`src/rtl/bus_pkg.sv`:
```
// Shared types and defaults for the split-capable bus arbiter.
package bus_pkg;

    typedef enum logic [1:0] {
        IDLE  = 2'd0,
        GRANT = 2'd1,
        BUSY  = 2'd2
    } arb_state_t;

    localparam int DEFAULT_NUM_MASTERS = 4;
    localparam int DEFAULT_NUM_SLAVES  = 3;

endpackage

```
`src/rtl/arb_pick.sv`:
```
// Combinational winner selection: resumed masters first, then fixed priority
// or round-robin starting just after the last granted master.
module arb_pick #(
    parameter int NUM_MASTERS = 4,
    parameter int MID_W       = 2
) (
    input  logic [NUM_MASTERS-1:0] eligible,
    input  logic [NUM_MASTERS-1:0] resumable,
    input  logic [MID_W-1:0]       rr_ptr,
    input  logic                   rr_mode,
    output logic [NUM_MASTERS-1:0] win_onehot,
    output logic [MID_W-1:0]       win_id,
    output logic                   win_valid
);

    logic [NUM_MASTERS-1:0] cand;
    logic                   use_rr;
    logic [MID_W-1:0]       idx;

    always_comb begin
        cand   = eligible & resumable;
        use_rr = 1'b0;
        // Resumed masters always take the lowest index; rotation only applies otherwise.
        if (cand == '0) begin
            cand   = eligible;
            use_rr = rr_mode;
        end
        win_valid = 1'b0;
        win_id    = '0;
        idx       = '0;
        for (int k = 0; k < NUM_MASTERS; k++) begin
            if (use_rr)
                idx = MID_W'((int'(rr_ptr) + 1 + k) % NUM_MASTERS);
            else
                idx = MID_W'(k);
            if (!win_valid && cand[idx]) begin
                win_valid = 1'b1;
                win_id    = idx;
            end
        end
        win_onehot = win_valid ? (NUM_MASTERS'(1) << win_id) : '0;
    end

endmodule

```
`src/rtl/bus_arbiter_split.sv`:
```
// N-master bus arbiter with split (park/resume) support and selectable
// fixed-priority or round-robin arbitration.
module bus_arbiter_split
    import bus_pkg::*;
#(
    parameter int NUM_MASTERS = DEFAULT_NUM_MASTERS,
    parameter int NUM_SLAVES  = DEFAULT_NUM_SLAVES,
    parameter int SLAVE_LEN   = 2,
    parameter int MID_W       = $clog2(NUM_MASTERS)
) (
    input  logic                           clk,
    input  logic                           rst,
    input  logic                           rr_mode,
    input  logic [NUM_MASTERS-1:0]         m_request,
    input  logic [NUM_MASTERS*SLAVE_LEN-1:0] m_slave_sel,
    input  logic                           trans_done,
    input  logic [NUM_SLAVES-1:0]          s_split_en,
    output logic [NUM_MASTERS-1:0]         m_grant,
    output logic [NUM_MASTERS-1:0]         m_split,
    output logic [MID_W-1:0]               grant_id,
    output logic [SLAVE_LEN-1:0]           sel_slave,
    output logic                           arbiter_busy,
    output logic                           bus_busy
);

    arb_state_t             state_q, state_d;
    logic [NUM_MASTERS-1:0] m_grant_q, m_grant_d;
    logic [NUM_MASTERS-1:0] m_split_q, m_split_d;
    logic [NUM_MASTERS-1:0] resumable_q, resumable_d;
    logic [MID_W-1:0]       grant_id_q, grant_id_d;
    logic [MID_W-1:0]       rr_ptr_q, rr_ptr_d;
    logic [SLAVE_LEN-1:0]   sel_slave_q, sel_slave_d;
    logic [SLAVE_LEN-1:0]   parked_q [NUM_MASTERS];
    logic [SLAVE_LEN-1:0]   parked_d [NUM_MASTERS];
    logic [NUM_SLAVES-1:0]  split_prev_q;
    logic                   arbiter_busy_q, arbiter_busy_d;
    logic                   bus_busy_q, bus_busy_d;

    logic [SLAVE_LEN-1:0]   sel_arr [NUM_MASTERS];
    logic [NUM_MASTERS-1:0] eligible;
    logic [NUM_MASTERS-1:0] win_onehot;
    logic [MID_W-1:0]       win_id;
    logic                   win_valid;
    logic                   owner_split_rise;

    function automatic logic slave_bit(input logic [NUM_SLAVES-1:0] v,
                                       input logic [SLAVE_LEN-1:0] sidx);
        logic r;
        r = 1'b0;
        for (int s = 0; s < NUM_SLAVES; s++)
            if (SLAVE_LEN'(s) == sidx) r = v[s];
        return r;
    endfunction

    always_comb begin
        eligible = '0;
        for (int i = 0; i < NUM_MASTERS; i++) begin
            sel_arr[i]  = m_slave_sel[i*SLAVE_LEN +: SLAVE_LEN];
            eligible[i] = m_request[i] && !m_split_q[i] && (int'(sel_arr[i]) < NUM_SLAVES);
        end
    end

    arb_pick #(
        .NUM_MASTERS(NUM_MASTERS),
        .MID_W      (MID_W)
    ) u_pick (
        .eligible  (eligible),
        .resumable (resumable_q),
        .rr_ptr    (rr_ptr_q),
        .rr_mode   (rr_mode),
        .win_onehot(win_onehot),
        .win_id    (win_id),
        .win_valid (win_valid)
    );

    assign owner_split_rise = slave_bit(s_split_en, sel_slave_q) &&
                              !slave_bit(split_prev_q, sel_slave_q);

    always_comb begin
        state_d     = state_q;
        m_grant_d   = m_grant_q;
        m_split_d   = m_split_q;
        resumable_d = resumable_q;
        grant_id_d  = grant_id_q;
        rr_ptr_d    = rr_ptr_q;
        sel_slave_d = sel_slave_q;
        parked_d    = parked_q;

        case (state_q)
            IDLE: begin
                if (win_valid) begin
                    state_d     = GRANT;
                    m_grant_d   = win_onehot;
                    grant_id_d  = win_id;
                    sel_slave_d = sel_arr[win_id];
                    rr_ptr_d    = win_id;
                    resumable_d = '0;
                end
            end
            GRANT: state_d = BUSY;
            BUSY: begin
                // Completion outranks a split arriving in the same cycle.
                if (trans_done) begin
                    state_d   = IDLE;
                    m_grant_d = '0;
                end else if (owner_split_rise) begin
                    state_d               = IDLE;
                    m_grant_d             = '0;
                    m_split_d[grant_id_q] = 1'b1;
                    parked_d[grant_id_q]  = sel_slave_q;
                end else if (!m_request[grant_id_q]) begin
                    state_d   = IDLE;
                    m_grant_d = '0;
                end
            end
            default: begin
                state_d   = IDLE;
                m_grant_d = '0;
            end
        endcase

        // Unpark when the parked slave drops its split; a still-requesting master gets priority once.
        for (int i = 0; i < NUM_MASTERS; i++) begin
            if (m_split_q[i] && !slave_bit(s_split_en, parked_q[i])) begin
                m_split_d[i] = 1'b0;
                if (m_request[i]) resumable_d[i] = 1'b1;
            end
        end

        arbiter_busy_d = (state_d != IDLE);
        bus_busy_d     = (state_d == BUSY);
    end

    always_ff @(posedge clk) begin
        if (!rst) begin
            state_q        <= IDLE;
            m_grant_q      <= '0;
            m_split_q      <= '0;
            resumable_q    <= '0;
            grant_id_q     <= '0;
            rr_ptr_q       <= MID_W'(NUM_MASTERS - 1);
            sel_slave_q    <= '0;
            parked_q       <= '{default: '0};
            split_prev_q   <= '0;
            arbiter_busy_q <= 1'b0;
            bus_busy_q     <= 1'b0;
        end else begin
            state_q        <= state_d;
            m_grant_q      <= m_grant_d;
            m_split_q      <= m_split_d;
            resumable_q    <= resumable_d;
            grant_id_q     <= grant_id_d;
            rr_ptr_q       <= rr_ptr_d;
            sel_slave_q    <= sel_slave_d;
            parked_q       <= parked_d;
            split_prev_q   <= s_split_en;
            arbiter_busy_q <= arbiter_busy_d;
            bus_busy_q     <= bus_busy_d;
        end
    end

    assign m_grant      = m_grant_q;
    assign m_split      = m_split_q;
    assign grant_id     = grant_id_q;
    assign sel_slave    = sel_slave_q;
    assign arbiter_busy = arbiter_busy_q;
    assign bus_busy     = bus_busy_q;

endmodule

```
`config.mk`:
```
export PLATFORM = sky130hd
export DESIGN_NAME = bus_arbiter_split
export DESIGN_NICKNAME = d
export VERILOG_FILES = /design/src/rtl/bus_pkg.sv /design/src/rtl/arb_pick.sv /design/src/rtl/bus_arbiter_split.sv
export SDC_FILE = /design/constraint.sdc
export NUM_CORES = 1
export LEC_CHECK = 0
export CORE_MARGIN = 4
export CORE_UTILIZATION = 40
export DETAILED_ROUTE_END_ITERATION = 16
export GPL_ROUTABILITY_DRIVEN = 0
export PLACE_DENSITY = 0.74
export SYNTH_ARGS = -nofsm -noshare
export SYNTH_HDL_FRONTEND = slang
export SYNTH_SLANG_ARGS = --single-unit
```
`constraint.sdc`:
```
create_clock -name clk -period 2.46 [get_ports clk]
set_input_delay 0.369 -clock clk [delete_from_list [all_inputs] [get_ports clk]]
set_output_delay 0.369 -clock clk [all_outputs]
set_load 0.01 [all_outputs]
```
# == Word-level counts from Yosys, hierarchy flattened ==
# Cells that the tools add are included.
# word_totals
word_cells,172
ff_bits,33
# classes
shift,1
magnitude_cmp,13
n_reduce_logical,45
n_mux,70
add_sub_neg,4
n_eq_ne,15
bitwise_logic,7
# ops
op,count
1-bit 2-to-1 mux,37
2-bit 2-to-1 mux,15
4-bit 2-to-1 mux,7
1-bit logical AND,18
2-bit by 3-bit < comparator with 1-bit output (second input constant),5
1-bit zero test,12
2-bit zero test,6
4-bit one-hot mux with 3 select lines,1
1-bit binary-select mux with 2-bit select,5
1-bit by 2-bit equality test with 1-bit output (first input constant),5
2-bit equality test (first input constant),5
8-bit bitwise mux,1
2-bit < comparator (second input constant),4
2-bit OR reduction,4
3-bit greater-or-equal comparator (second input constant),2
2-bit NOT with 3-bit output,2
2-bit one-hot mux with 3 select lines,1
3-bit AND reduction,2
2-bit by 1-bit adder with 2-bit output (second input constant),2
2-bit adder (second input constant),2
4-bit AND,1
2-bit binary-select mux with 2-bit select,1
2-bit demux with 2-bit select,1
2-bit equality test (second input constant),2
other kinds (12),14

# == Depth between registers and ports, before layout ==
# Gate-level depths: netlist of the first run.
# depth
ltp_word,23
mapped_depth,11
depth_no_buf,9

# == By module ==
# From an unflattened synthesis of the first run, not the netlist that was laid out.
# unflattened
hier_cells,236
hier_area_um2,2068.2
# by_module_without_submodules
module,cells_per_inst,area_per_inst_um2,seq_area_each_um2,n_inst
bus_arbiter_split,162,1535.2,660.6,1
arb_pick,74,533.0,0.0,1

# == Worst setup path after synthesis of the first run ==
# Ideal clock, no wire load.
# synth_timing
kind,input -> register
start,input port m_request[2]
end,register sel_slave_q[1] (netlist: sel_slave[1])
slack_ns,0.218
setup_time_ns,0.133
stages,11
arrival_time_ns,2.110
cell_sequence,nor2b_2 > and3_1 > buf_6 > nor2_4 > a31oi_1 > a22o_1 > a32o_1 > mux2_4 > buf_6 > mux2i_1 > o221ai_1
# synth_between
elab_chain_len,22
word_cells_on_any_way,37
# synth_rtl
item,line_no,text
from (decl),bus_arbiter_split.sv:14,"input logic [NUM_MASTERS-1:0] m_request,"
1-bit logical AND * (2 in series),bus_arbiter_split.sv:59,eligible[i] = m_request[i] && !m_split_q[i] && (int'(sel_arr[i]) < NUM_SLAVES);
4-bit AND,arb_pick.sv:21,cand = eligible & resumable;
4-bit zero test,arb_pick.sv:24,if (cand == '0) begin
1-bit 2-to-1 mux,arb_pick.sv:24,
2-bit 2-to-1 mux,arb_pick.sv:32,if (use_rr)
1-bit binary-select mux with 2-bit select,arb_pick.sv:36,if (!win_valid && cand[idx]) begin
1-bit 2-to-1 mux (not written as such),arb_pick.sv:36,
1-bit 2-to-1 mux,arb_pick.sv:36,
[... 4 more ...],--,
1-bit logical AND,arb_pick.sv:36,
1-bit 2-to-1 mux,arb_pick.sv:36,
1-bit zero test,arb_pick.sv:36,
1-bit logical AND,arb_pick.sv:36,
2-bit 2-to-1 mux,arb_pick.sv:36,
2-bit NOT with 3-bit output (not written as such),bus_arbiter_split.sv:95,sel_slave_d = sel_arr[win_id];
2-bit binary-select mux with 2-bit select,bus_arbiter_split.sv:95,
2-bit 2-to-1 mux (not written as such) (2 in series),bus_arbiter_split.sv:95,
to (signal assigned),bus_arbiter_split.sv:154,sel_slave_q <= sel_slave_d;
to (decl),bus_arbiter_split.sv:32,"logic [SLAVE_LEN-1:0] sel_slave_q, sel_slave_d;"
# Every way passes the cells marked *; elsewhere a longest branch is shown, timed or not. The select of a mux whose other input is x is not followed.
# A chain may end at the register's enable or synchronous reset.

# == Worst setup path in the final report of the first run ==
# layout_timing
start,register m_split_q[1] (netlist: m_split[1])
end,register sel_slave_q[0] (netlist: sel_slave[0])
# layout_between
elab_chain_len,23
word_cells_on_any_way,38
# layout_rtl
item,line_no,text
from (decl),bus_arbiter_split.sv:28,"logic [NUM_MASTERS-1:0] m_split_q, m_split_d;"
from (signal assigned),bus_arbiter_split.sv:150,m_split_q <= m_split_d;
1-bit zero test *,bus_arbiter_split.sv:59,
1-bit logical AND * (2 in series),bus_arbiter_split.sv:59,
4-bit AND,arb_pick.sv:21,
4-bit zero test,arb_pick.sv:24,
1-bit 2-to-1 mux,arb_pick.sv:24,
2-bit 2-to-1 mux,arb_pick.sv:32,
1-bit binary-select mux with 2-bit select,arb_pick.sv:36,
1-bit 2-to-1 mux (not written as such),arb_pick.sv:36,
[... 5 more ...],--,
1-bit logical AND,arb_pick.sv:36,
1-bit 2-to-1 mux,arb_pick.sv:36,
1-bit zero test,arb_pick.sv:36,
1-bit logical AND,arb_pick.sv:36,
2-bit 2-to-1 mux,arb_pick.sv:36,
2-bit NOT with 3-bit output (not written as such),bus_arbiter_split.sv:95,
2-bit binary-select mux with 2-bit select,bus_arbiter_split.sv:95,
2-bit 2-to-1 mux (not written as such) (2 in series),bus_arbiter_split.sv:95,
# Marked as above.

==> run_results.csv, run 1 <==
group,metric,value,unit
final_layout,instances_no_fill,318,
synth,synth_edf_count,0,
power_and_ir_drop,p_leak,1.16,nW
synth,ys_warn_count,0,
detailed_routing,drt_pre_antenna_iters,4,
global_route,grt_max_degree,19,
placed_design,port_buffers,32,
synth,ys_ff_latch,33,
clock_tree,cts_buffers,5,
clock_tree,clkSlewWorstSetupHoldPaths,0.06,ns
power_and_ir_drop,power_density,613,nW/um^2
detailed_routing,detail_route.vias_per_cell,5.57,
sta,tns,0,ns
sta,finalClockSkew,0.00216,ns
clock_tree,clock_path_buffers,2,
final_layout,final_cell_mix,"buf_4 (36), dfxtp_1 (33), nor2_1 (20)",
die,die_w,73.9,um
die,start_util,42.5,%
detailed_routing,wl,5.18,mm
synth,synth_area,1740,sq um
sta,slew-limit-headroom,68.7,%
synth,synth_cells,197,
sta,rsz0062_at_grt,"false",
critical_path,crit_chain,"a211oi_4 > buf_4 > mux2_4 > o211ai_1 > a22oi_2 > a32o_2 > mux2_4 > mux2i_1 > o221ai_1",
critical_path,crit_path_start_kind,"flip-flop",
final_layout,nets,286,
critical_path,cp_max_fo,5,
critical_path,cp_top_family,"compound AO/OA/AOI/OAI gates",
die,die_h,73.9,um
sta,whs,0.458,ns
die,row_count,23,
sta,fmax,425,MHz
sta,worstMarginPinSlew,0.463,ns
critical_path,crit_top_cell,"mux2_4",
final_layout,layout_commonest_cell,"buf_4",
global_route,grt_pass1_vias,1796,
sta,period_share,95.6,%
placed_design,dp.cells,306,
clock_tree,cts_tree,"built",
synth,ys_seq_area_share,38.0,%
critical_path,cpPeakStageDelay,0.49,ns
synth,synth_ff_type,"dfxtp_1",
global_route,grt_pass1_wl,8.27,mm
detailed_routing,antenna_left,0,
clock_tree,cts-root-buf,"clkbuf_8",
final_layout,insertedDiodeCount,0,
critical_path,cp_slowest_cell,"dfxtp_1",
clock_tree,htreeDepth,2,
global_route,antenna_found_initial,0,
sta,hold_viol,0,
critical_path,cp_data_required_time,2.62,ns
worst_hold_path,holdCritPathClass,"reg2reg",
detailed_routing,drc,0,
worst_hold_path,hold_start,"m_grant[3]$_SDFFE_PN0P_",
critical_path,crit_buf_inv,1,
global_route,overflow,0,
clock_tree,clock_latency,0.29,ns
die,ios,33,
final_layout,areaGrowthSynthToFinish,50.3,%
synth,async_reset_ff_share,0,%
power_and_ir_drop,ir_drop,0.421,mV
clock_tree,postCtsHoldBufs,0,
die,coreArea,4090,sq um
final_layout,fill_cells,352,
detailed_routing,vias,1771,
clock_tree,clock-sinks,33,
critical_path,arrival,2.51,ns
sta,finalSetupViolCount,0,
placed_design,placed_area,2330,sq um
critical_path,crit_start,"m_split[1]$_SDFFE_PP0P_",
detailed_routing,drt_iter0_markers,92,
critical_path,endpoint_kind,"flip-flop",
critical_path,crit_type,"reg2reg",
global_route,grt.total_usage,19.8,%
critical_path,r2r-start,"m_split[1]$_SDFFE_PP0P_",
sta,fin_crit,2.35,ns
synth,syn_nets,216,
final_layout,drive_above_1_share,26.5,%
final_layout,fin_area,2610,sq um
synth,ys_types,48,
die,dieArea,5460,sq um
job,max-cap-violations,0,
outcome,outcome,"completed",
detailed_routing,avgRoutedWirePerCell,16.3,um
placed_design,dp_hpwl,3.62,mm
synth,syn_area_per_cell,8.82,sq um
sta,slew_violations,0,
power_and_ir_drop,fin_total_pwr,1.60,mW
[layer usage]
metal  GRT usage (%)  routed length [um]  vias up
li1                -                   -      872
met1            25.6                2430      826
met2            31.2                2340       59
met3            5.20                 292       14
met4            8.45                 126        0
met5               0                   0        -
[through the flow]
step | worst slack (ns) | utilization (%)
6_report | 0.109 | 63.9
2_1_floorplan | 0.218 | -
3_3_place_gp | -0.369 | 57.0
4_1_cts | 0.000918 | 61.1
3_5_place_dp | -0.416 | 57.0
5_1_grt | 0.00876 | 63.9
[worst reg2reg max path: cells and delay by family, from the launching register on]
kind / cells / cell delay (ns)
flops: 1 / 0.49
buf+inv: 1 / 0.15
compound gates: 5 / 0.83
mux: 3 / 0.75
[sequential cells by signal, indices dropped and copies added (netlist names)]
| signal | count |
|---|---|
| arbiter_busy | 1 |
| bus_busy | 1 |
| grant_id | 2 |
| m_grant | 4 |
| m_split | 4 |
| parked_q | 8 |
| resumable_q | 4 |
| rr_ptr_q | 2 |
| sel_slave | 2 |
| split_prev_q | 3 |
| state_q | 2 |
[worst paths after layout]
kind,to,slack (ns),cells past startpoint
hold reg to reg,m_grant[3]$_SDFFE_PN0P_,0.46,2
setup reg to reg,sel_slave[0]$_SDFFE_PN0P_,0.11,9
setup / recovery,sel_slave[0]$_SDFFE_PN0P_,0.11,9
hold / removal,m_grant[3]$_SDFFE_PN0P_,0.46,2
[cell families after synthesis]
group | count (synthesis) | synth area share [%]
AO/OA/AOI/OAI | 53 | 22.0
XOR/XNOR | 1 | 0.504
buffers and inverters | 14 | 3.89
flip-flops | 33 | 38.0
multiplexers | 22 | 13.8
AND/OR/NAND/NOR | 74 | 21.7
[cells in the mapped netlist (2+ instances only)]
master | number | area [sq um]
nor2b_2 | 2 | 17.5
o31ai_1 | 2 | 15.0
nor2b_1 | 4 | 25.0
nand3b_1 | 5 | 37.5
nand2b_1 | 2 | 12.5
clkbuf_1 | 4 | 15.0
dfxtp_1 | 33 | 661
nand2_1 | 20 | 75.1
a22oi_1 | 2 | 15.0
o211ai_1 | 4 | 30.0
a21oi_1 | 15 | 75.1
and2_1 | 2 | 12.5
inv_1 | 7 | 26.3
a31oi_1 | 2 | 12.5
nor2_1 | 20 | 75.1
o211a_1 | 3 | 30.0
o221ai_1 | 2 | 17.5
o21bai_1 | 3 | 22.5
o21ai_0 | 5 | 25.0
o2111ai_1 | 4 | 35.0
nand3_1 | 8 | 40.0
buf_6 | 2 | 22.5
and3_1 | 4 | 25.0
mux2i_1 | 18 | 180
[report_power, final]
part | switching (mW) | leakage (nW) | internal [mW]
sequential | 0.0584 | 0.269 | 0.579
clock | 0.196 | 0.0542 | 0.253
combinational | 0.235 | 0.839 | 0.279
[final cells by class]
cell class,instances,area (sq um),area share (%)
Clock inverter,1,5.00,0.192
Timing Repair Buffer,68,623,23.9
Multi-Input combinational cell,151,1130,43.4
Sequential cell,33,661,25.3
Inverter,8,30.0,1.15
Clock buffer,7,96.3,3.69
Tap cell,50,62.6,2.40
[what timing repair did]
action                     in CTS  in global routing
setup endpoints to repair       6                 15
hold endpoints to repair        0                  0
gates cloned                    1                  0
gates resized for setup         8                 32
setup buffers                   2                  1
pin swaps                       2                 13
No activity file was read; power rests on OpenSTA's default activity.
==> inputs of run 2 (changes only) <==
--- a/config.mk
+++ b/config.mk
@@ -9,6 +9,7 @@
 export CORE_UTILIZATION = 40
 export DETAILED_ROUTE_END_ITERATION = 16
 export GPL_ROUTABILITY_DRIVEN = 0
+export MAX_ROUTING_LAYER = met4
 export PLACE_DENSITY = 0.74
 export SYNTH_ARGS = -nofsm -noshare
 export SYNTH_HDL_FRONTEND = slang
==> run 2 against run 1 <==
Non-clock buffer count did not move; via count rose by 0.68%; register-to-register slack about the same; final cell count is the same; fmax up 0.23%; routed wire length decreased by 0.52%; combinational power is essentially flat.
==> run_results.csv, run 2 (same netlist as run 1, synthesis figures left out) <==
group,metric,value,unit
outcome,outcome,"completed",
critical_path,endpoint_kind,"flip-flop",
critical_path,crit_buf_inv,1,
die,ios,33,
critical_path,rr_endpoint,"sel_slave[0]$_SDFFE_PN0P_",
die,die_h,73.9,um
final_layout,largest_reg_flops,8,
global_route,grt_max_degree,19,
die,row_count,23,
critical_path,crit_top_cell,"mux2_4",
worst_hold_path,holdCritPathClass,"reg2reg",
sta,period_share,95.4,%
critical_path,cp_data_required_time,2.62,ns
clock_tree,clock_latency,0.29,ns
detailed_routing,drc,0,
clock_tree,postCtsHoldBufs,0,
power_and_ir_drop,ir_drop,0.420,mV
final_layout,layout_commonest_cell,"buf_4",
critical_path,cp_top_family,"compound AO/OA/AOI/OAI gates",
sta,hold_viol,0,
clock_tree,cts_buffers,5,
critical_path,cp_slowest_cell,"dfxtp_1",
clock_tree,clock_path_buffers,2,
die,coreArea,4090,sq um
global_route,grt.total_usage,20.4,%
die,start_util,42.5,%
critical_path,crit_chain,"a211oi_4 > buf_4 > mux2_4 > o211ai_1 > a22oi_2 > a32o_2 > mux2_4 > mux2i_1 > o221ai_1",
worst_hold_path,min_to,"m_grant[3]$_SDFFE_PN0P_",
critical_path,crit_path_start_kind,"flip-flop",
critical_path,crit_type,"reg2reg",
final_layout,insertedDiodeCount,0,
clock_tree,clkSlewWorstSetupHoldPaths,0.06,ns
placed_design,place_ws,-0.416,ns
detailed_routing,drt_pre_antenna_iters,4,
sta,slew_violations,0,
worst_hold_path,hold_start,"m_grant[3]$_SDFFE_PN0P_",
final_layout,regMostFlops,"parked_q",
sta,slew-limit-headroom,68.8,%
critical_path,r2r_setup_slack,0.11,ns
sta,finalClockSkew,0.00231,ns
job,max-cap-violations,0,
global_route,overflow,0,
detailed_routing,avgRoutedWirePerCell,16.2,um
final_layout,nets,286,
die,die_w,73.9,um
sta,finalSetupViolCount,0,
clock_tree,cts_tree,"built",
final_layout,areaGrowthSynthToFinish,50.3,%
clock_tree,cts-root-buf,"clkbuf_8",
detailed_routing,wl,5.16,mm
detailed_routing,detail_route.vias_per_cell,5.61,
sta,fin_crit,2.35,ns
sta,fmax,426,MHz
placed_design,dp_hpwl,3.62,mm
final_layout,drive_above_1_share,26.5,%
worst_hold_path,hold_depth,2,
power_and_ir_drop,power_density,612,nW/um^2
critical_path,cp_max_fo,5,
detailed_routing,vias,1783,
global_route,grt_pass1_vias,1791,
detailed_routing,drt_iter0_markers,91,
clock_tree,htreeDepth,2,
final_layout,final_cell_mix,"buf_4 (36), dfxtp_1 (33), nor2_1 (20)",
sta,whs,0.458,ns
critical_path,arrival,2.51,ns
power_and_ir_drop,fin_total_pwr,1.60,mW
critical_path,r2r_cells,9,
power_and_ir_drop,p_leak,1.16,nW
sta,layout_setup_ws,0.114,ns
sta,rsz0062_at_grt,"false",
critical_path,r2r-start,"m_split[1]$_SDFFE_PP0P_",
detailed_routing,antenna_left,0,
clock_tree,clock-sinks,33,
global_route,antenna_found_initial,0,
global_route,grt_pass1_wl,8.26,mm
sta,worstMarginPinSlew,0.462,ns
placed_design,port_buffers,32,
die,dieArea,5460,sq um
critical_path,cpPeakStageDelay,0.49,ns
==> run 2: report_power, final <==
| group | switching (mW) | leakage, nW | total [mW] | internal [mW] |
|---|---|---|---|---|
| sequential | 0.0584 | 0.269 | 0.638 | 0.579 |
| clock | 0.195 | 0.0542 | 0.448 | 0.253 |
| combinational | 0.234 | 0.839 | 0.513 | 0.279 |
==> run 2: worst reg2reg max path: stages, from the launching register on <==
cell,delay [ns]
dfxtp_1,0.49
a211oi_4,0.11
buf_4,0.15
mux2_4,0.26
o211ai_1,0.23
a22oi_2,0.10
a32o_2,0.25
mux2_4,0.31
mux2i_1,0.18
o221ai_1,0.14
==> run 2: worst max-delay path by stage <==
stage | start | to | depth (start not counted) | slack, ns
finish | m_split[1]$_SDFFE_PP0P_ | sel_slave[0]$_SDFFE_PN0P_ | 9 | 0.11
global route | m_split[1]$_SDFFE_PP0P_ | sel_slave[0]$_SDFFE_PN0P_ | 9 | 0.008
global placement | m_request[2] | sel_slave[1]$_SDFFE_PN0P_ | 10 | -0.37
floorplan | m_request[2] | sel_slave[1]$_SDFFE_PN0P_ | 11 | 0.22
detailed placement | rr_mode | sel_slave[0]$_SDFFE_PN0P_ | 9 | -0.42
CTS | m_request[1] | sel_slave[0]$_SDFFE_PN0P_ | 10 | 0.0009
==> run 2: final cells by class <==
cell class | instances | area [sq um]
inverter | 8 | 30.0
multi-input combinational | 151 | 1130
clock buffer | 7 | 96.3
clock inverter | 1 | 5.00
tap | 50 | 62.6
timing repair buffer | 68 | 623
fill | 352 | 1480
sequential | 33 | 661
==> run 2: what timing repair did <==
action | in CTS | in global routing
setup endpoints to repair | 6 | 15
gates cloned | 1 | 0
setup buffers | 2 | 1
pin swaps | 2 | 13
resized for setup | 8 | 32
==> run 2: per-stage QoR <==
step                instances  TNS [ns]  area [sq um]  util, %
finish                    318         0          2610     63.9
global route              318         0          2610     63.9
CTS                       317         0          2490     61.1
detailed placement        306     -4.21          2330     57.0
global placement          306     -3.91          2330     57.0
floorplan                 197         0          1740        -
==> run 2: metal layers <==
metal / vias to the layer above / routed length, um / GRT usage [%]
li1: 874 / - / -
met1: 824 / 2420 / 25.5
met2: 69 / 2290 / 31.2
met3: 16 / 302 / 5.20
met4: 0 / 148 / 8.45
met5: - / 0 / -
==> inputs of run 3 (changes only) <==
--- a/config.mk
+++ b/config.mk
@@ -5,12 +5,13 @@
 export SDC_FILE = /design/constraint.sdc
 export NUM_CORES = 1
 export LEC_CHECK = 0
-export CORE_MARGIN = 4
+export CORE_MARGIN = 1.5
 export CORE_UTILIZATION = 40
 export DETAILED_ROUTE_END_ITERATION = 16
 export GPL_ROUTABILITY_DRIVEN = 0
 export MAX_ROUTING_LAYER = met4
 export PLACE_DENSITY = 0.74
+export SLEW_MARGIN = 40
 export SYNTH_ARGS = -nofsm -noshare
 export SYNTH_HDL_FRONTEND = slang
 export SYNTH_SLANG_ARGS = --single-unit
==> run 3 against run 2 <==
Hold slack better by 0.0041 ns; critical path depth unchanged; sequential cell count unchanged; clock power down 12%; non-clock buffer count up 15; die area down 13%; total power up 0.32%; sequential share of layout area down 0.73 points; largest power group unchanged; routed wire length up 3.1%; global-route usage up 3.9 points; highest routed layer unchanged.
==> run_results.csv, run 3 (same netlist as run 1, synthesis figures left out) <==
group,metric,value,unit
final_layout,insertedDiodeCount,0,
final_layout,drive_above_1_share,30.7,%
critical_path,rr_endpoint,"sel_slave[1]$_SDFFE_PN0P_",
power_and_ir_drop,combPwrFrac,35.8,%
placed_design,dp_hpwl,3.74,mm
clock_tree,cts_buffers,5,
clock_tree,clock_path_buffers,2,
global_route,use_met1,30.7,%
sta,slew_violations,0,
critical_path,cp_slowest_cell,"dfxtp_1",
die,start_util,42.5,%
detailed_routing,drc,0,
detailed_routing,vias,1829,
global_route,grt_max_degree,17,
critical_path,crit_chain,"and4b_1 > a21oi_2 > buf_4 > a21oi_1 > buf_4 > a32o_2 > mux2_4 > mux2i_2 > o221ai_1",
clock_tree,clock_latency,0.29,ns
critical_path,r2r_setup_slack,0.13,ns
die,ios,33,
sta,slew-limit-headroom,60.5,%
detailed_routing,antenna_left,0,
sta,fmax,428,MHz
clock_tree,htreeDepth,2,
power_and_ir_drop,power.switching,510,uW
critical_path,r2r-start,"m_split[0]$_SDFFE_PP0P_",
sta,layout_setup_ws,0.126,ns
final_layout,final_cell_mix,"buf_4 (51), dfxtp_1 (33), nor2_1 (20)",
final_layout,areaGrowthSynthToFinish,54.7,%
sta,rsz0062_at_grt,"false",
clock_tree,cts_tree,"built",
critical_path,endpoint,"sel_slave[1]$_SDFFE_PN0P_",
sta,period_share,94.9,%
power_and_ir_drop,clockPowerShare,24.7,%
die,row_count,23,
detailed_routing,avgRoutedWirePerCell,16.0,um
critical_path,cp_max_fo,6,
sta,finalSetupViolCount,0,
final_layout,nets,301,
detailed_routing,detail_route.vias_per_cell,5.49,
placed_design,port_buffers,32,
outcome,outcome,"completed",
placed_design,place_ws,-0.410,ns
power_and_ir_drop,p_int,1.09,mW
sta,tns,0,ns
critical_path,crit_path_start_kind,"flip-flop",
critical_path,r2r_cells,9,
global_route,grt_pass1_wl,8.10,mm
die,die_h,68.9,um
power_and_ir_drop,pwr-share-seq,39.5,%
power_and_ir_drop,p_leak,1.22,nW
global_route,grt.busiest_layer,"met2",
global_route,grt.total_usage,24.4,%
global_route,grt_pass1_vias,1700,
sta,finalClockSkew,0.00732,ns
final_layout,fill_cells,346,
global_route,use_met3,4.87,%
power_and_ir_drop,swShare,31.8,%
final_layout,regMostFlops,"parked_q",
clock_tree,clock-sinks,33,
sta,worstMarginPinSlew,0.584,ns
final_layout,multi_input_area,1110,sq um
power_and_ir_drop,power_density,596,nW/um^2
critical_path,endpoint_kind,"flip-flop",
worst_hold_path,holdCritPathClass,"reg2reg",
clock_tree,cts-root-buf,"clkbuf_8",
final_layout,largest_reg_flops,8,
sta,fin_crit,2.33,ns
job,max-cap-violations,0,
die,dieArea,4750,sq um
detailed_routing,drt_pre_antenna_iters,5,
critical_path,crit_type,"reg2reg",
power_and_ir_drop,ir_drop,0.375,mV
global_route,overflow,0,
sta,hold_viol,0,
detailed_routing,drt_iter0_markers,134,
critical_path,cp_data_required_time,2.63,ns
die,coreArea,4090,sq um
final_layout,seq_area,661,sq um
critical_path,crit_start,"m_split[0]$_SDFFE_PP0P_",
worst_hold_path,hold_start,"m_grant[3]$_SDFFE_PN0P_",
critical_path,arrival,2.50,ns
critical_path,crit_top_cell,"buf_4",
clock_tree,clkSlewWorstSetupHoldPaths,0.07,ns
detailed_routing,wl,5.32,mm
global_route,antenna_found_initial,0,
global_route,gr-usage-met2,37.9,%
critical_path,cpPeakStageDelay,0.49,ns
die,die_w,68.9,um
final_layout,layout_commonest_cell,"buf_4",
[run 3: layer usage]
metal | vias up | part of all wire [%] | wire length (um)
li1 | 898 | - | -
met1 | 856 | 43 | 2310
met2 | 60 | 48 | 2550
met3 | 15 | 5.8 | 310
met4 | 0 | 2.6 | 140
met5 | - | 0 | 0
[run 3: repair_timing]
action	CTS	global route
hold buffers	0	0
buffers inserted	1	4
cloned	0	1
pin swaps	1	11
endpoints found under the setup margin	8	14
gates resized for setup	6	32
[run 3: metrics by stage]
stage               std cells  power [mW]  hold WS [ns]  area (sq um)  utilization [%]
global route              333        1.70         0.489          2690             65.8
finish                    333        1.60         0.462          2690             65.8
floorplan                 197       0.897         0.445          1740                -
global placement          319        1.14         0.447          2430             59.4
detailed placement        319        1.15         0.452          2430             59.4
CTS                       328        1.56         0.461          2550             62.3
[run 3: layout make-up]
type / instances / area share (%)
clock inverters: 3 / 0.651
inverters: 8 / 1.12
clock buffers: 5 / 2.56
well taps: 50 / 2.33
repair buffers: 83 / 27.4
multi-input cells: 151 / 41.4
flip-flops and latches: 33 / 24.6
[run 3: how the worst min path moves through the flow]
stage / end / slack, ns / depth (start not counted)
finish: m_grant[3]$_SDFFE_PN0P_ / 0.46 / 2
global route: m_grant[3]$_SDFFE_PN0P_ / 0.49 / 2
CTS: m_grant[3]$_SDFFE_PN0P_ / 0.46 / 2
detailed placement: m_grant[3]$_SDFFE_PN0P_ / 0.45 / 2
global placement: m_grant[0]$_SDFFE_PN0P_ / 0.45 / 2
floorplan: resumable_q[2]$_SDFF_PN0_ / 0.45 / 2
[run 3: critical path, delay by kind of cell (launching register included)]
| family | cells | cell delay, ns |
|---|---|---|
| AO/OA/AOI/OAI | 4 | 0.65 |
| multiplexers | 2 | 0.50 |
| flip-flops | 1 | 0.49 |
| buffers and inverters | 2 | 0.31 |
| AND/OR/NAND/NOR | 1 | 0.26 |
[run 3: power by group through the flow]
stage | sequential, mW | clock [mW] | combinational, mW
finish | 0.633 | 0.396 | 0.575
global placement | 0.641 | 0 | 0.500
floorplan | 0.643 | 0 | 0.254
CTS | 0.632 | 0.408 | 0.515
detailed placement | 0.643 | 0 | 0.505
global route | 0.641 | 0.432 | 0.623
==> patch 1 (settings of run 1) <==
Re-encode `arb_state_t` (3 states) as one-hot, 3 bits wide.
--- a/src/rtl/bus_pkg.sv
+++ b/src/rtl/bus_pkg.sv
@@ -3,6 +3,6 @@
 
-    typedef enum logic [1:0] {
-        IDLE  = 2'd0,
-        GRANT = 2'd1,
-        BUSY  = 2'd2
+    typedef enum logic [2:0] {
+        IDLE  = 3'b001,
+        GRANT = 3'b010,
+        BUSY  = 3'b100
     } arb_state_t;
Function: same outputs for any inputs over 4 cycles, from zero or initial values and one cycle with rst low; so few cycles prove little.
==> patch 1 against run 1 <==
  * Sequential cell count up 1
  * Wire length up 29%
  * Largest power group unchanged
  * First-iteration DRC count up 80%
  * Cell count up 27%
  * Total power up 13%
  * Critical path depth down 1
  * Final area up 19%
  * Worst setup slack worse by 88 ps
  * Synthesized area up 14%
==> patch 1: results (changes against run 1) <==
Mapped Nets - 256 (+19%)
Placement Cell Area - 2830 µm² (+22%)
DP Worst Slack - -604 ps (-189 ps)
R2R Setup Slk - 20 ps (-90 ps)
Met2 WL - 3200 µm (+37%)
Drt via density - 5.75 (+3.3%)
Cells after DPL - 390 (+27%)
Top cells by area, synth - dfxtp_1, mux2i_1, a21oi_1
Library cells used by synthesis - 54 (+13%)
Total Routing Usage GR - 22.0% (+2.2 points)
Reg-to-Reg Start - m_split[1]
WL final - 6670 µm (+29%)
Met2 usage - 37.7% (+6.5 points)
Sw frac - 32.0% (+1.4 points)
Peak supply drop - 544 µV (+29%)
Worst slew pin tran - 358 ps (-105 ps)
Drt wl/cell - 16.5 µm (+1.2%)
Post-route minimum period - 2440 ps (+88.0 ps)
Worst Path Arrival - 2610 ps (+100 ps)
Post-synthesis sequential area ratio - 34.3% (-3.7 points)
Largest net degree at the start of global routing - 22 (+3)
Post-synthesis compound-gate area fraction - 27.8% (+5.8 points)
Post-route clock skew - 5.61 ps (+3.46 ps)
DRT Pass-1 Iters - 5 (+1)
Worst Hold End - m_grant[3]
Hpwl dp - 4890 µm (+35%)
Final #Nets - 355 (+24%)
Vias in the first global route - 2227 (+24%)
Largest reg by FF count - parked_q
Xor and xnor area share after synthesis - 0% (-0.50 points)
Status - complete, no violations
Starting DRT DRC Count - 166 (+80%)
Met1 GRT Util - 27.4% (+1.8 points)
Top cells by count, synth - dfxtp_1, nand2_1, nor2_1
Post-CTS setup buffers - 4 (+2)
R2R cell count - 8 (-1)
CTS resizes - 35 (+27)
Post-Syn Instances - 237 (+20%)
Comb group - 0.651 mW (+27%)
Mux cell area share after synthesis - 8.20% (-5.6 points)
Layout cell share with drive strength beyond 1 - 35.6% (+9.1 points)
Clk. pwr - 0.511 mW (+14%)
Met3 WL - 430 µm (+47%)
Global-route wire length before repair - 10700 µm (+29%)
## patch 1: cell types whose count changed after synthesis, moves of 3 or more
| cell | before | now |
|---|---|---|
| o21a_1 | 0 | 3 |
| nand4_1 | 0 | 3 |
| or2_1 | 0 | 3 |
| mux2i_1 | 18 | 14 |
| a41oi_1 | 0 | 3 |
| o21ai_1 | 0 | 10 |
| a32oi_1 | 1 | 4 |
| nand2b_1 | 2 | 6 |
| clkbuf_1 | 4 | 7 |
## patch 1: critical path: stages, from the launching register on
cell and delay, ps:
dfxtp_2 360, nor2b_4 60, and3_4 200, or4_4 520, a32o_2 310, a21o_4 240
a31oi_4 260, mux2i_1 230, o221ai_1 130
## patch 1: layout make-up
cell class                      instances  area, µm²
Clock buffer                            5       68.8
Clock inverter                          3       40.0
Fill cell                             402       1650
Inverter                                8       30.0
Multi-Input combinational cell        186       1380
Sequential cell                        34        686
Tap cell                               67       83.8
Timing Repair Buffer                  101        820
==> patch 2 (config.mk and constraints of run 1) <==
Without the edit above. `DEFAULT_NUM_MASTERS`: 4 -> 8.
--- a/src/rtl/bus_pkg.sv
+++ b/src/rtl/bus_pkg.sv
@@ -9,3 +9,3 @@
 
-    localparam int DEFAULT_NUM_MASTERS = 4;
+    localparam int DEFAULT_NUM_MASTERS = 8;
     localparam int DEFAULT_NUM_SLAVES  = 3;
Ports: changed (5 resized); port bits go from 33 to 54. The function was not compared with the original's and may differ.
==> patch 2 against run 1 <==
  * The flow now finishes with violations (negative setup slack)
  * Highest routed layer unchanged
  * Non-clock buffer count increased by 148
  * Synthesized cell count increased by 150%
  * Synthesized area increased by 130%
  * Critical path type is now in2reg
  * Final area increased to 2.6 times the old value
  * Wire length increased to 3.4 times the old value
  * Core utilization increased by 4.4 points
  * Worst setup slack got worse by 1100 ps
  * Combinational power increased to 11 times the old value
  * Clock skew increased by 4.9 ps
  * Total power increased to 4.6 times the old value
  * Count of clock-buffer cells in the layout decreased by 2
  * Sequential power increased by 83%
  * Sequential cell count increased by 22
==> patch 2: results (changes against run 1) <==
Layout non-clock buf frac - 27.9% (+4.0 points)
Post-synthesis compound-gate area fraction - 26.8% (+4.8 points)
Multi-In Gates - 391 (+160%)
Status - finished with violations
Largest net degree at the start of global routing - 26 (+7)
Top cells by area, synth - dfxtp_1, mux2i_1, nor2_1
Starting DRT DRC Count - 417 (+350%)
Hpwl dp - 12000 µm (+230%)
Post-CTS setup buffers - 15 (+13)
Post-route clock skew - 7.02 ps (+4.86 ps)
Worst Path Arrival - 3680 ps (+1170 ps)
Clk cell area share - 2.03% (-1.8 points)
Seq. pwr - 1.17 mW (+83%)
Setup ws final - -1020 ps (-1130 ps)
Seq cells - 55 (+67%)
Hold Slack - 497 ps (+39.6 ps)
Multi-input logic area - 3380 µm² (+200%)
Bufs w/o clock - 216 (+220%)
Mux cell area share after synthesis - 10.4% (-3.4 points)
Clock power frac - 9.6% (-19 points)
Max FFs per register - 16 (+8)
Vias in the first global route - 4942 (+180%)
Port bufs - 53 (+66%)
Failing checks - negative setup slack
Critical path peak fanout - 6 (+1)
# setup viols final - 26 (+26)
Internal cell power - 4.10 mW (+270%)
DRT Pass-1 Iters - 7 (+3)
CP top delay family - simple AND/OR/NAND/NOR gates
Met1 wire length - 6680 µm (+180%)
Grt met3 use - 4.09% (-1.1 points)
Top cells by count, synth - nor2_1, dfxtp_1, nand2_1
Worst-path clk slew - 100 ps (+40 ps)
Drt wl/cell - 21.4 µm (+31%)
Sequential cell area share - 16.5% (-8.8 points)
Post-synthesis adder-cell area fraction - 0.618% (+0.62 points)
Nonclk inv count - 11 (+3)
PD cells - 1100 nW/µm² (+79%)
==> patch 2: changes by cell type in the layout (fill, tap and decap cells not counted), moves of 17 or more <==
cell / before / now
o211ai_1: 4 / 21
dlygate4sd2_1: 0 / 22
dfxtp_1: 33 / 53
buf_4: 36 / 148
nor2_1: 20 / 58
==> patch 2: worst paths after layout <==
check                       from           end  cells past startpoint
setup / recovery  m_slave_sel[1]  sel_slave[1]                     13
hold / removal        m_grant[5]    m_grant[5]                      2
setup reg to reg     rr_ptr_q[0]  sel_slave[1]                     16
hold reg to reg       m_grant[5]    m_grant[5]                      2
==> patch 2: per-stage QoR <==
step           TNS, ps  cells  area, µm²  worst slack (ps)
2_1_floorplan   -17190    483       4170              -748
3_3_place_gp    -32460    785       5830             -1300
3_5_place_dp    -36320    785       5830             -1450
4_1_cts         -19710    805       6290              -893
5_1_grt         -26090    814       6700             -1120
6_report        -23110    814       6700             -1020
